`config.mk`:
```
export PLATFORM = sky130hd
export DESIGN_NAME = bsg_link_ds_core_arb
export DESIGN_NICKNAME = d
export VERILOG_FILES = /design/src/rtl/bsg_link_ds_core_arb.sv
export SDC_FILE = /design/constraint.sdc
export NUM_CORES = 1
export LEC_CHECK = 0
export ABC_AREA = 1
export CORE_UTILIZATION = 38
export CTS_CLUSTER_SIZE = 12
export DETAILED_ROUTE_END_ITERATION = 8
export GPL_TIMING_DRIVEN = 0
export PLACE_DENSITY_LB_ADDON = 0.08
export SLEW_MARGIN = 25
export SYNTH_ARGS = -nofsm -noshare
export SYNTH_HDL_FRONTEND = slang
export SYNTH_SLANG_ARGS = --single-unit
export TNS_END_PERCENT = 30
```
`constraint.sdc`:
```
create_clock -name clk -period 1.1 [get_ports clk]
set_input_delay 0.11 -clock clk [delete_from_list [all_inputs] [get_ports clk]]
set_output_delay 0.11 -clock clk [all_outputs]
set_load 0.1 [all_outputs]
```
`src/rtl/bsg_link_ds_core_arb.sv`:
```
// Round-robin arbiter merging NUM_CH downstream channels into one registered output word.
// Grants use valid-then-yumi, and an accept plus a new grant in the same cycle sustains one word per cycle.
module bsg_link_ds_core_arb #(
  parameter int unsigned NUM_CH   = 2,
  parameter int unsigned CH_WIDTH = 32,
  parameter int unsigned ID_WIDTH = 3
) (
  input  logic                         clk,
  input  logic                         rst,
  input  logic [NUM_CH-1:0]            ch_valid_i,
  input  logic [NUM_CH*CH_WIDTH-1:0]   ch_data_i,
  output logic [NUM_CH-1:0]            ch_yumi_o,
  input  logic                         pause_i,
  output logic                         out_valid_o,
  output logic [CH_WIDTH-1:0]          out_data_o,
  output logic [ID_WIDTH-1:0]          out_ch_o,
  input  logic                         out_ready_i,
  output logic [15:0]                  xfer_cnt_o,
  output logic                         idle_o
);

  localparam int unsigned CNT_W = 16;

  logic [ID_WIDTH-1:0] r_rr_ptr;
  logic                r_out_valid;
  logic [CH_WIDTH-1:0] r_out_data;
  logic [ID_WIDTH-1:0] r_out_ch;
  logic [CNT_W-1:0]    r_xfer_cnt;

  logic                w_load;
  logic                w_accept;
  logic                w_found;
  logic                w_grant;
  logic [NUM_CH-1:0]   w_sel;
  logic [ID_WIDTH-1:0] w_gnt_idx;
  logic [CH_WIDTH-1:0] w_gnt_data;
  logic [ID_WIDTH-1:0] w_ptr_nxt;

  assign w_load   = ~rst & ~pause_i & (~r_out_valid | out_ready_i);
  assign w_accept = r_out_valid & out_ready_i;

  // First valid channel at or above rr_ptr, otherwise first valid channel below it.
  always_comb begin
    w_found    = 1'b0;
    w_sel      = '0;
    w_gnt_idx  = '0;
    w_gnt_data = '0;
    for (int unsigned c = 0; c < NUM_CH; c++) begin
      if (!w_found && ch_valid_i[c] && (ID_WIDTH'(c) >= r_rr_ptr)) begin
        w_found    = 1'b1;
        w_sel[c]   = 1'b1;
        w_gnt_idx  = ID_WIDTH'(c);
        w_gnt_data = ch_data_i[c*CH_WIDTH +: CH_WIDTH];
      end
    end
    for (int unsigned c = 0; c < NUM_CH; c++) begin
      if (!w_found && ch_valid_i[c]) begin
        w_found    = 1'b1;
        w_sel[c]   = 1'b1;
        w_gnt_idx  = ID_WIDTH'(c);
        w_gnt_data = ch_data_i[c*CH_WIDTH +: CH_WIDTH];
      end
    end
  end

  assign w_grant   = w_load & w_found;
  assign w_ptr_nxt = (w_gnt_idx == ID_WIDTH'(NUM_CH - 1)) ? '0 : w_gnt_idx + ID_WIDTH'(1);

  // Output register, pointer and accept counter.
  always_ff @(posedge clk) begin
    if (rst) begin
      r_rr_ptr    <= '0;
      r_out_valid <= 1'b0;
      r_out_data  <= '0;
      r_out_ch    <= '0;
      r_xfer_cnt  <= '0;
    end else begin
      if (w_grant) begin
        r_out_valid <= 1'b1;
        r_out_data  <= w_gnt_data;
        r_out_ch    <= w_gnt_idx;
        r_rr_ptr    <= w_ptr_nxt;
      end else if (w_accept) begin
        r_out_valid <= 1'b0;
      end
      if (w_accept) begin
        r_xfer_cnt <= r_xfer_cnt + CNT_W'(1);
      end
    end
  end

  assign ch_yumi_o   = w_grant ? w_sel : '0;
  assign out_valid_o = r_out_valid;
  assign out_data_o  = r_out_data;
  assign out_ch_o    = r_out_ch;
  assign xfer_cnt_o  = r_xfer_cnt;
  assign idle_o      = ~r_out_valid & ~(|ch_valid_i);

endmodule

```
==> results of run 1 <==
cell usage after synthesis:
cell type,n,area [µm²]
nand2_1,189,709
dfxtp_1,51,1020
nand3_1,41,205
nor2_1,29,109
a21oi_2,28,245
inv_1,22,82.6
a21oi_1,11,55.1
o21ai_0,11,55.1
buf_2,10,50.1
buf_4,6,45.0
inv_2,6,22.5
nand4_1,5,31.3
nor3_1,5,25.0
buf_6,3,33.8
clkbuf_1,2,7.51
nor2_2,2,12.5
nor2_4,2,22.5
nor3b_1,2,15.0
buf_1,1,3.75
clkinv_4,1,8.76
conb_1,1,3.75
ha_1,1,12.5
nand2_4,1,11.3
nor2_8,1,20.0
xor2_1,1,8.76
cells by family after synthesis:
kind of cell | count (synthesis) | synth area share (%)
AO/OA/AOI/OAI | 50 | 12.6
XOR/XNOR | 1 | 0.311
buffers and inverters | 51 | 9.02
flip-flops | 51 | 36.3
AND/OR/NAND/NOR | 277 | 41.2
other | 1 | 0.133
adder cells (fa/ha/maj) | 1 | 0.444
worst paths after layout:
path                                end  slack, ns  cells past startpoint
min            out_valid_o$_SDFFE_PP0P_       0.44                      5
max reg2reg  xfer_cnt_o[6]$_SDFFE_PP0P_      -0.32                      7
max                        ch_yumi_o[0]      -0.46                      9
min reg2reg  out_data_o[7]$_SDFFE_PP0P_       0.47                      2
area by class of cell:
cell class              instances  area (µm²)
plain buffers                  22         184
clock buffers                   8        80.1
fillers                       677        2660
inverters                      29         119
multi-input cells             331        1660
flip-flops and latches         51        1080
well taps                      99         124
repair buffers                132        1310
what timing repair did:
action,CTS,global route
setup endpoints to repair,100,78
buffers inserted,10,0
resized for setup,355,33
pin swaps,8,1
metal layers:
layer | up-vias | wire [µm] | track usage (%)
met4 | 0 | 81 | 5.43
met3 | 6 | 413 | 5.00
met2 | 70 | 4050 | 37.6
li1 | 1641 | - | -
met1 | 1403 | 3440 | 26.7
met5 | - | 0 | 0
state kept, by name (all words and copies together) (netlist names):
register,flops
out_ch_o,1
xfer_cnt_o,16
out_data_o,32
r_rr_ptr,1
out_valid_o,1
through the flow:
stage / hold slack (ns) / instances
4_1_cts: 0.435 / 672
5_1_grt: 0.475 / 672
2_1_floorplan: 0.298 / 433
3_5_place_dp: 0.455 / 654
6_report: 0.444 / 672
3_3_place_gp: 0.452 / 654
where the power goes:
| group | total (mW) | internal (mW) | switching, mW |
|---|---|---|---|
| Combinational | 1.40 | 0.541 | 0.861 |
| Sequential | 1.91 | 1.87 | 0.0420 |
| Clock | 1.06 | 0.454 | 0.606 |
tightest hold or removal path, stage by stage:
cell and delay, ns:
dlygate4sd2_1 0.31, nor2_2 0.08, inv_2 0.06, buf_4 0.10, a21oi_1 0.05
cells in the final DEF (no fill, tap or decap), types with 14 or more instances in the layout:
master           instances
dfxtp_4                 14
buf_4                   40
buf_6                   29
a21oi_2                 30
nor2_1                  21
dfxtp_1                 34
inv_1                   21
nand3_1                 37
nand2_1                180
clkdlybuf4s50_1         66
==> reports/qor.txt, run 1 <==
status -> complete, but fails checks
violated checks -> negative setup slack
first-pass GRT wire length -> 13.1 mm
critical path required time -> 0.99 ns
Syn Area/Cell -> 6.52 µm²
Post-DRT Antenna Nets -> 0
CP max stage cell -> dfxtp_4
pin count of the biggest net entering global routing -> 15
crit-path max FO -> 3
ant diodes -> 0
First-pass DRT Iterations -> 4
PD cells -> 961 mW/mm²
Worst Setup Path Type -> reg -> out
Initial Util -> 39.0%
max-slew violation count -> 0
crit path from -> out_valid_o$_SDFFE_PP0P_
die width -> 88.1 µm
H-tree depth -> 2
DRC Markers -> 0
row cnt -> 31
Hold Fails Final Rpt -> 0
Final Core Density -> 63.1%
TritonCTS clock tree -> done
Setup TNS -> -11.73 ns
vias per cell -> 4.64
Boundary Pins -> 125
Lkg Pwr -> 1.83 nW
GRT Residual Overflow -> 0
HP Start -> out_ready_i
hold buffer count at CTS -> 0
Worst IR Drop VDD -> 0.000499 V
Placement Cell Area -> 0.00430 mm²
nets -> 643
Clock Path Buffers -> 2
Final HPWL DP -> 5.95 mm
CTS Root Cell -> clkbuf_8
crit path launch type -> flip-flop
core area -> 0.00721 mm²
R2R Path Start -> out_valid_o$_SDFFE_PP0P_
Final period util -> 141%
CP top delay family -> buffers and inverters
Fmax -> 643 MHz
chip height -> 88.1 µm
fin area -> 0.00455 mm²
Final setup violation count -> 54
initial antenna violation count -> 0
CP arrival -> 1.45 ns
Buf+Inv Stages, Crit Path -> 5
Yosys cell types -> 25
min cycle time layout -> 1.56 ns
Clock transition at path regs -> 0.09 ns
final WL -> 7.99 mm
vias -> 3120
# clock sinks -> 51
Crit. End Element -> output pin
Gate Count Post-Synth -> 432
I/O Buffers -> 122
Yosys reg bits -> 51
Mapped Area -> 0.00282 mm²
GP Congestion -> 0.770
Area Overhead vs Synth -> 61.6%
CP Cell Sequence -> inv_2, nor2_2, inv_2, nand2_4, nor2_8, clkinv_4, buf_8, nor2_4, buf_12
WL/cell -> 11.9 µm
most frequent CP cell -> inv_2
maxcap violations -> 0
DRT iter0 DRCs -> 105
Die ar. -> 0.00776 mm²
vias in the first global route -> 2887
CTS Buf Count -> 5
share of post-route cells with drive strength above 1 -> 30.5%
Final WS setup -> -0.456 ns
RSZ-0062 raised after global routing -> true
clk_lat worst skew -> 0.30 ns
Setup WS pre-CTS -> -1.71 ns
Synth warnings -> 0
sequential element share of the synthesized area -> 36.3%
power after layout -> 4.38 mW
HP Class -> in -> reg
total track usage -> 21.5%
CP peak stage delay -> 0.36 ns
Max Clock Skew -> 0.00689 ns
Note: power is estimated with default switching activity, not from simulation.
==> run 2: changes to the inputs <==
- REMOVE_ABC_BUFFERS: not set -> 1
==> run 2 against run 1 <==
Effect of this change: the flow still finishes with violations (negative setup slack); sequential share of layout area down 1.5 points; flip-flop and latch count unchanged; sequential power about the same; power increased by 4.3%; first-iteration DRC count grew 12%; count of clock-buffer cells in the layout shrank 2; utilization increased by 2.9 points; cell count is 0.30% higher; die area stayed put; combinational power rose by 9%; largest power group unchanged; highest routed layer unchanged; clock power barely moved; critical endpoint unchanged.
==> reports/qor.txt, run 2 (synthesis gave the netlist of run 1 again) <==
CP arrival -> 1.42 ns (was 1.45 ns)
Final setup violation count -> 53 (was 54)
Placement Cell Area -> 0.00404 mm² (was 0.00430 mm²)
met3 global-route usage -> 6.31% (was 5.00%)
grt met1 use -> 25.9% (was 26.7%)
most common cell after layout, fill and taps aside -> nand2_1 (unchanged)
switching power -> 1.61 mW (was 1.51 mW)
final WL -> 9.32 mm (was 7.99 mm)
power share of the combinational group -> 33.6% (was 32.0%)
Crit. End Element -> output pin (unchanged)
Setup WS pre-CTS -> -2.08 ns (was -1.71 ns)
WHS Endpoint -> out_data_o[16]$_SDFFE_PP0P_ (was out_valid_o$_SDFFE_PP0P_)
vias -> 3240 (was 3120)
Hold Crit Depth -> 2 (was 5)
Worst IR Drop VDD -> 0.000448 V (was 0.000499 V)
# clock sinks -> 51 (unchanged)
Worst Setup Path Type -> in -> out (was reg -> out)
Post-DRT Antenna Nets -> 0 (unchanged)
violated checks -> negative setup slack (unchanged)
max reg flops -> 32 (unchanged)
HP Start -> rst (was out_ready_i)
share of post-route cells with drive strength above 1 -> 31.0% (was 30.5%)
most frequent cells in the layout -> 178 x nand2_1, 66 x clkdlybuf4s50_1, 37 x nand3_1 (was 180 x nand2_1, 66 x clkdlybuf4s50_1, 40 x buf_4)
CP peak stage delay -> 0.56 ns (was 0.36 ns)
Area Overhead vs Synth -> 68.9% (was 61.6%)
GRT Residual Overflow -> 0 (unchanged)
Clock transition at path regs -> 0.10 ns (was 0.09 ns)
TritonCTS clock tree -> done (unchanged)
status -> complete, but fails checks (unchanged)
chip height -> 88.1 µm (unchanged)
first-pass GRT wire length -> 13.3 mm (was 13.1 mm)
clock group share of total power -> 23.9% (was 24.2%)
H-tree depth -> 2 (unchanged)
Max Clock Skew -> 0.00920 ns (was 0.00689 ns)
nets -> 645 (was 643)
Lkg Pwr -> 1.90 nW (was 1.83 nW)
I/O Buffers -> 122 (unchanged)
crit-path max FO -> 5 (was 3)
vias per cell -> 4.81 (was 4.64)
total track usage -> 22.3% (was 21.5%)
crit path launch type -> primary input (was flip-flop)
HP Class -> in -> reg (unchanged)
Buf+Inv Stages, Crit Path -> 4 (was 5)
reg2reg end -> out_data_o[23]$_SDFFE_PP0P_ (was xfer_cnt_o[6]$_SDFFE_PP0P_)
die width -> 88.1 µm (unchanged)
Reg power frac -> 42.5% (was 43.7%)
Final Core Density -> 66.0% (was 63.1%)
WL/cell -> 13.8 µm (was 11.9 µm)
vias in the first global route -> 2793 (was 2887)
Die ar. -> 0.00776 mm² (unchanged)
Final WS setup -> -0.430 ns (was -0.456 ns)
pin count of the biggest net entering global routing -> 33 (was 15)
DRC Markers -> 0 (unchanged)
row cnt -> 31 (unchanged)
CP max stage cell -> clkdlybuf4s50_1 (was dfxtp_4)
First-pass DRT Iterations -> 4 (unchanged)
min cycle time layout -> 1.53 ns (was 1.56 ns)
GP Congestion -> 0.803 (was 0.770)
Initial Util -> 39.0% (unchanged)
RSZ-0062 raised after global routing -> true (unchanged)
ant diodes -> 0 (unchanged)
maxcap violations -> 0 (unchanged)
critical path required time -> 0.99 ns (about the same)
Top Usage Layer GRT -> met2 (unchanged)
Boundary Pins -> 125 (unchanged)
core area -> 0.00721 mm² (unchanged)
Clock Path Buffers -> 2 (unchanged)
initial antenna violation count -> 0 (unchanged)
placed cell count -> 633 (was 654)
Hold Fails Final Rpt -> 0 (unchanged)
CTS Root Cell -> clkbuf_8 (unchanged)
CP Cell Sequence -> clkdlybuf4s50_1, nor2_2, inv_2, nand2_4, nor2_8, clkinv_8, nor2_4, buf_12 (was inv_2, nor2_2, inv_2, nand2_4, nor2_8, clkinv_4, buf_8, nor2_4, buf_12)
P_int -> 2.95 mW (was 2.87 mW)
Final HPWL DP -> 5.33 mm (was 5.95 mm)
met2 Usage GRT -> 40.4% (was 37.6%)
worst hold slack -> 0.142 ns (was 0.444 ns)
Final period util -> 139% (was 141%)
clk_lat worst skew -> 0.31 ns (was 0.30 ns)
R2R Path Start -> out_valid_o$_SDFFE_PP0P_ (unchanged)
CP top delay family -> buffers and inverters (unchanged)
fin area -> 0.00476 mm² (was 0.00455 mm²)
max-slew violation count -> 0 (unchanged)
r2r setup slk -> -0.30 ns (was -0.32 ns)
CTS Buf Count -> 5 (unchanged)
worst reg2reg path depth -> 10 (was 7)
DRT iter0 DRCs -> 118 (was 105)
Layout Cells excl Fill -> 674 (was 672)
PD cells -> 959 mW/mm² (was 961 mW/mm²)
Fmax -> 654 MHz (was 643 MHz)
Switching Share -> 35.3% (was 34.5%)
## run 2: final cells by class
| class | count | area (µm²) |
|---|---|---|
| fillers | 648 | 2460 |
| multi-input cells | 334 | 1690 |
| repair buffers | 151 | 1630 |
| flip-flops and latches | 51 | 1050 |
| inverters | 29 | 148 |
| well taps | 99 | 124 |
| clock buffers | 6 | 72.6 |
| repair inverters | 2 | 25.0 |
| clock inverters | 2 | 12.5 |
## run 2: worst max-delay path by stage
stage | startpoint | end | slack, ns | cells past startpoint
6_report | out_ready_i | ch_yumi_o[0] | -0.43 | 8
5_1_grt | out_valid_o$_SDFFE_PP0P_ | ch_yumi_o[0] | -0.50 | 8
3_5_place_dp | ch_valid_i[0] | ch_yumi_o[0] | -2.08 | 6
3_3_place_gp | rst | ch_yumi_o[0] | -3.52 | 7
4_1_cts | out_valid_o$_SDFFE_PP0P_ | ch_yumi_o[0] | -0.44 | 8
2_1_floorplan | out_valid_o$_SDFFE_PP0P_ | idle_o | -1.92 | 1
## run 2: repair_timing
action,in CTS,in global routing
setup buffers,12,13
cloned,4,4
setup endpoints to repair,102,76
gates resized for setup,393,56
pin swaps,21,6
hold buffers,0,0
## run 2: per-stage QoR
step | TNS [ns] | power (mW)
2_1_floorplan | -44.00 | 2.75
4_1_cts | -11.76 | 4.43
3_5_place_dp | -72.84 | 3.26
3_3_place_gp | -150.10 | 3.24
5_1_grt | -15.25 | 4.78
6_report | -11.56 | 4.56
## run 2: worst reg2reg max path, delay by kind of cell (launching register included)
kind | cells | cell delay [ns]
AND/OR/NAND/NOR | 4 | 0.33
flip-flops | 1 | 0.36
AO/OA/AOI/OAI | 1 | 0.05
buffers and inverters | 5 | 0.55
## run 2: power by group through the flow
| stage | combinational, mW | sequential [mW] | clock (mW) |
|---|---|---|---|
| final | 1.53 | 1.94 | 1.09 |
| after global routing | 1.62 | 1.95 | 1.22 |
| after CTS | 1.37 | 1.94 | 1.13 |
| after detailed placement | 1.28 | 1.98 | 0 |
| after global placement | 1.26 | 1.98 | 0 |
| after floorplan | 0.393 | 2.36 | 0 |
## run 2: routing by layer
| layer | up-vias | routed length [µm] | share of wire, % |
|---|---|---|---|
| met2 | 100 | 4770 | 51 |
| met5 | - | 0 | 0 |
| met1 | 1483 | 3900 | 42 |
| li1 | 1653 | - | - |
| met3 | 4 | 592 | 6.4 |
| met4 | 0 | 54 | 0.58 |
==> run 3: changes to the inputs <==
- GPL_ROUTABILITY_DRIVEN: not set -> 0
- SLEW_MARGIN: 25 -> 40
==> run 3 against run 2 <==
Effect of this change: the run still ends with negative setup slack left; hold slack gained 0.0043 ns; critical path depth is the same; sequential share of layout area shrank 1.0 points; highest routed layer unchanged; flip-flop and latch count is the same; die area is the same.
==> reports/qor.txt, run 3 (synthesis gave the netlist of run 1 again) <==
Fmax -> 665 MHz (was 654 MHz)
core area -> 0.00721 mm² (unchanged)
crit-path max FO -> 4 (was 5)
ant diodes -> 0 (unchanged)
Clock transition at path regs -> 0.09 ns (was 0.10 ns)
H-tree depth -> 2 (unchanged)
WHS Endpoint -> out_data_o[25]$_SDFFE_PP0P_ (was out_data_o[16]$_SDFFE_PP0P_)
worst hold slack -> 0.147 ns (was 0.142 ns)
met2 Usage GRT -> 44.0% (was 40.4%)
Clock Path Buffers -> 2 (unchanged)
hold buffer count at CTS -> 0 (unchanged)
CP arrival -> 1.39 ns (was 1.42 ns)
most frequent CP cell -> inv_2
critical path required time -> 0.99 ns (about the same)
Buf+Inv Stages, Crit Path -> 4 (unchanged)
GRT Residual Overflow -> 0 (unchanged)
r2r setup slk -> -0.36 ns (was -0.30 ns)
Final setup violation count -> 52 (was 53)
Final WS setup -> -0.404 ns (was -0.430 ns)
max reg flops -> 32 (unchanged)
I/O Buffers -> 122 (unchanged)
reg2reg end -> xfer_cnt_o[6]$_SDFFE_PP0P_ (was out_data_o[23]$_SDFFE_PP0P_)
Lkg Pwr -> 2.01 nW (was 1.90 nW)
Crit. End Element -> output pin (unchanged)
CP max stage cell -> dfxtp_4 (was clkdlybuf4s50_1)
Worst Setup Path Type -> reg -> out (was in -> out)
most frequent cells in the layout -> 166 x nand2_1, 65 x clkdlybuf4s50_1, 39 x nand3_1 (was 178 x nand2_1, 66 x clkdlybuf4s50_1, 37 x nand3_1)
violated checks -> negative setup slack (unchanged)
max-slew violation count -> 0 (unchanged)
HP Class -> in -> reg (unchanged)
Setup WS pre-CTS -> -1.37 ns (was -2.08 ns)
Final Core Density -> 68.9% (was 66.0%)
CP Cell Sequence -> inv_2, nor2_2, inv_2, nand2_4, nor2_8, clkinv_8, nor2_4, buf_12 (was clkdlybuf4s50_1, nor2_2, inv_2, nand2_4, nor2_8, clkinv_8, nor2_4, buf_12)
WL/cell -> 14.4 µm (was 13.8 µm)
initial antenna violation count -> 0 (unchanged)
Die ar. -> 0.00776 mm² (unchanged)
vias in the first global route -> 2982 (was 2793)
CP top delay family -> buffers and inverters (unchanged)
grt met1 use -> 30.9% (was 25.9%)
Boundary Pins -> 125 (unchanged)
maxcap violations -> 0 (unchanged)
CTS Buf Count -> 5 (unchanged)
Hold Fails Final Rpt -> 0 (unchanged)
die width -> 88.1 µm (unchanged)
Hold Crit Depth -> 2 (unchanged)
vias per cell -> 4.90 (was 4.81)
crit path launch type -> flip-flop (was primary input)
vias -> 3344 (was 3240)
Final period util -> 137% (was 139%)
PD cells -> 959 mW/mm² (about the same)
first-pass GRT wire length -> 14.7 mm (was 13.3 mm)
CP peak stage delay -> 0.35 ns (was 0.56 ns)
CTS Root Cell -> clkbuf_8 (unchanged)
row cnt -> 31 (unchanged)
pin count of the biggest net entering global routing -> 25 (was 33)
Top Usage Layer GRT -> met2 (unchanged)
DRC Markers -> 0 (unchanged)
Final HPWL DP -> 5.25 mm (was 5.33 mm)
RSZ-0062 raised after global routing -> true (unchanged)
power after layout -> 4.77 mW (was 4.56 mW)
Post-DRT Antenna Nets -> 0 (unchanged)
Placement Cell Area -> 0.00378 mm² (was 0.00404 mm²)
nets -> 653 (was 645)
total track usage -> 25.1% (was 22.3%)
status -> complete, but fails checks (unchanged)
worst reg2reg path depth -> 8 (was 10)
DRT iter0 DRCs -> 128 (was 118)
Worst IR Drop VDD -> 0.000644 V (was 0.000448 V)
Initial Util -> 39.0% (unchanged)
final WL -> 9.79 mm (was 9.32 mm)
met3 global-route usage -> 6.13% (was 6.31%)
Area Overhead vs Synth -> 76.5% (was 68.9%)
clk_lat worst skew -> 0.30 ns (was 0.31 ns)
fin area -> 0.00497 mm² (was 0.00476 mm²)
Max Clock Skew -> 0.00551 ns (was 0.00920 ns)
share of post-route cells with drive strength above 1 -> 33.8% (was 31.0%)
# clock sinks -> 51 (unchanged)
min cycle time layout -> 1.50 ns (was 1.53 ns)
Crit path depth -> 8 (unchanged)
most common cell after layout, fill and taps aside -> nand2_1 (unchanged)
chip height -> 88.1 µm (unchanged)
TritonCTS clock tree -> done (unchanged)
HP Start -> rst (unchanged)
First-pass DRT Iterations -> 4 (unchanged)
R2R Path Start -> out_valid_o$_SDFFE_PP0P_ (unchanged)
run 3: changes by cell type in the layout (fill, tap and decap cells not counted), moves of 3 or more:
cell and delta:
nand2_4 +14, buf_6 +3, nand2_1 -12, nand3_2 -3
run 3: power breakdown:
part	internal, mW	switching [mW]
Combinational	0.646	0.959
Clock	0.576	0.628
Sequential	1.90	0.0585
Total	3.12	1.65
run 3: worst max-delay path by stage:
| stage | start | end | slack [ns] |
|---|---|---|---|
| finish | out_valid_o$_SDFFE_PP0P_ | ch_yumi_o[0] | -0.40 |
| global route | out_valid_o$_SDFFE_PP0P_ | ch_yumi_o[0] | -0.48 |
| CTS | out_valid_o$_SDFFE_PP0P_ | ch_yumi_o[0] | -0.42 |
| detailed placement | ch_valid_i[0] | ch_yumi_o[0] | -1.37 |
| global placement | rst | ch_yumi_o[0] | -3.52 |
| floorplan | out_valid_o$_SDFFE_PP0P_ | idle_o | -1.92 |
run 3: cell type report:
type | instances | area, µm²
clock buffer | 8 | 100
fill | 604 | 2240
inverter | 29 | 148
multi-input combinational | 334 | 1800
sequential | 51 | 1050
tap | 99 | 124
timing repair buffer | 157 | 1710
timing repair inverter | 4 | 40.0
run 3: layer usage:
layer	share of wire, %	wire length [µm]
met5	0	0
met3	6.6	644
met4	1.2	114
met2	51	5000
met1	41	4030
run 3: metrics by stage:
stage                     TNS (ns)  cells
after floorplan             -44.00    411
after global placement     -150.10    632
after detailed placement    -45.89    633
after CTS                   -12.46    675
after global routing        -17.89    682
final                       -13.68    682
run 3: repair_timing:
action | CTS | global route
pin swaps | 6 | 4
endpoints found under the setup margin | 102 | 88
cloned | 8 | 2
setup buffers | 26 | 6
gates resized for setup | 152 | 76
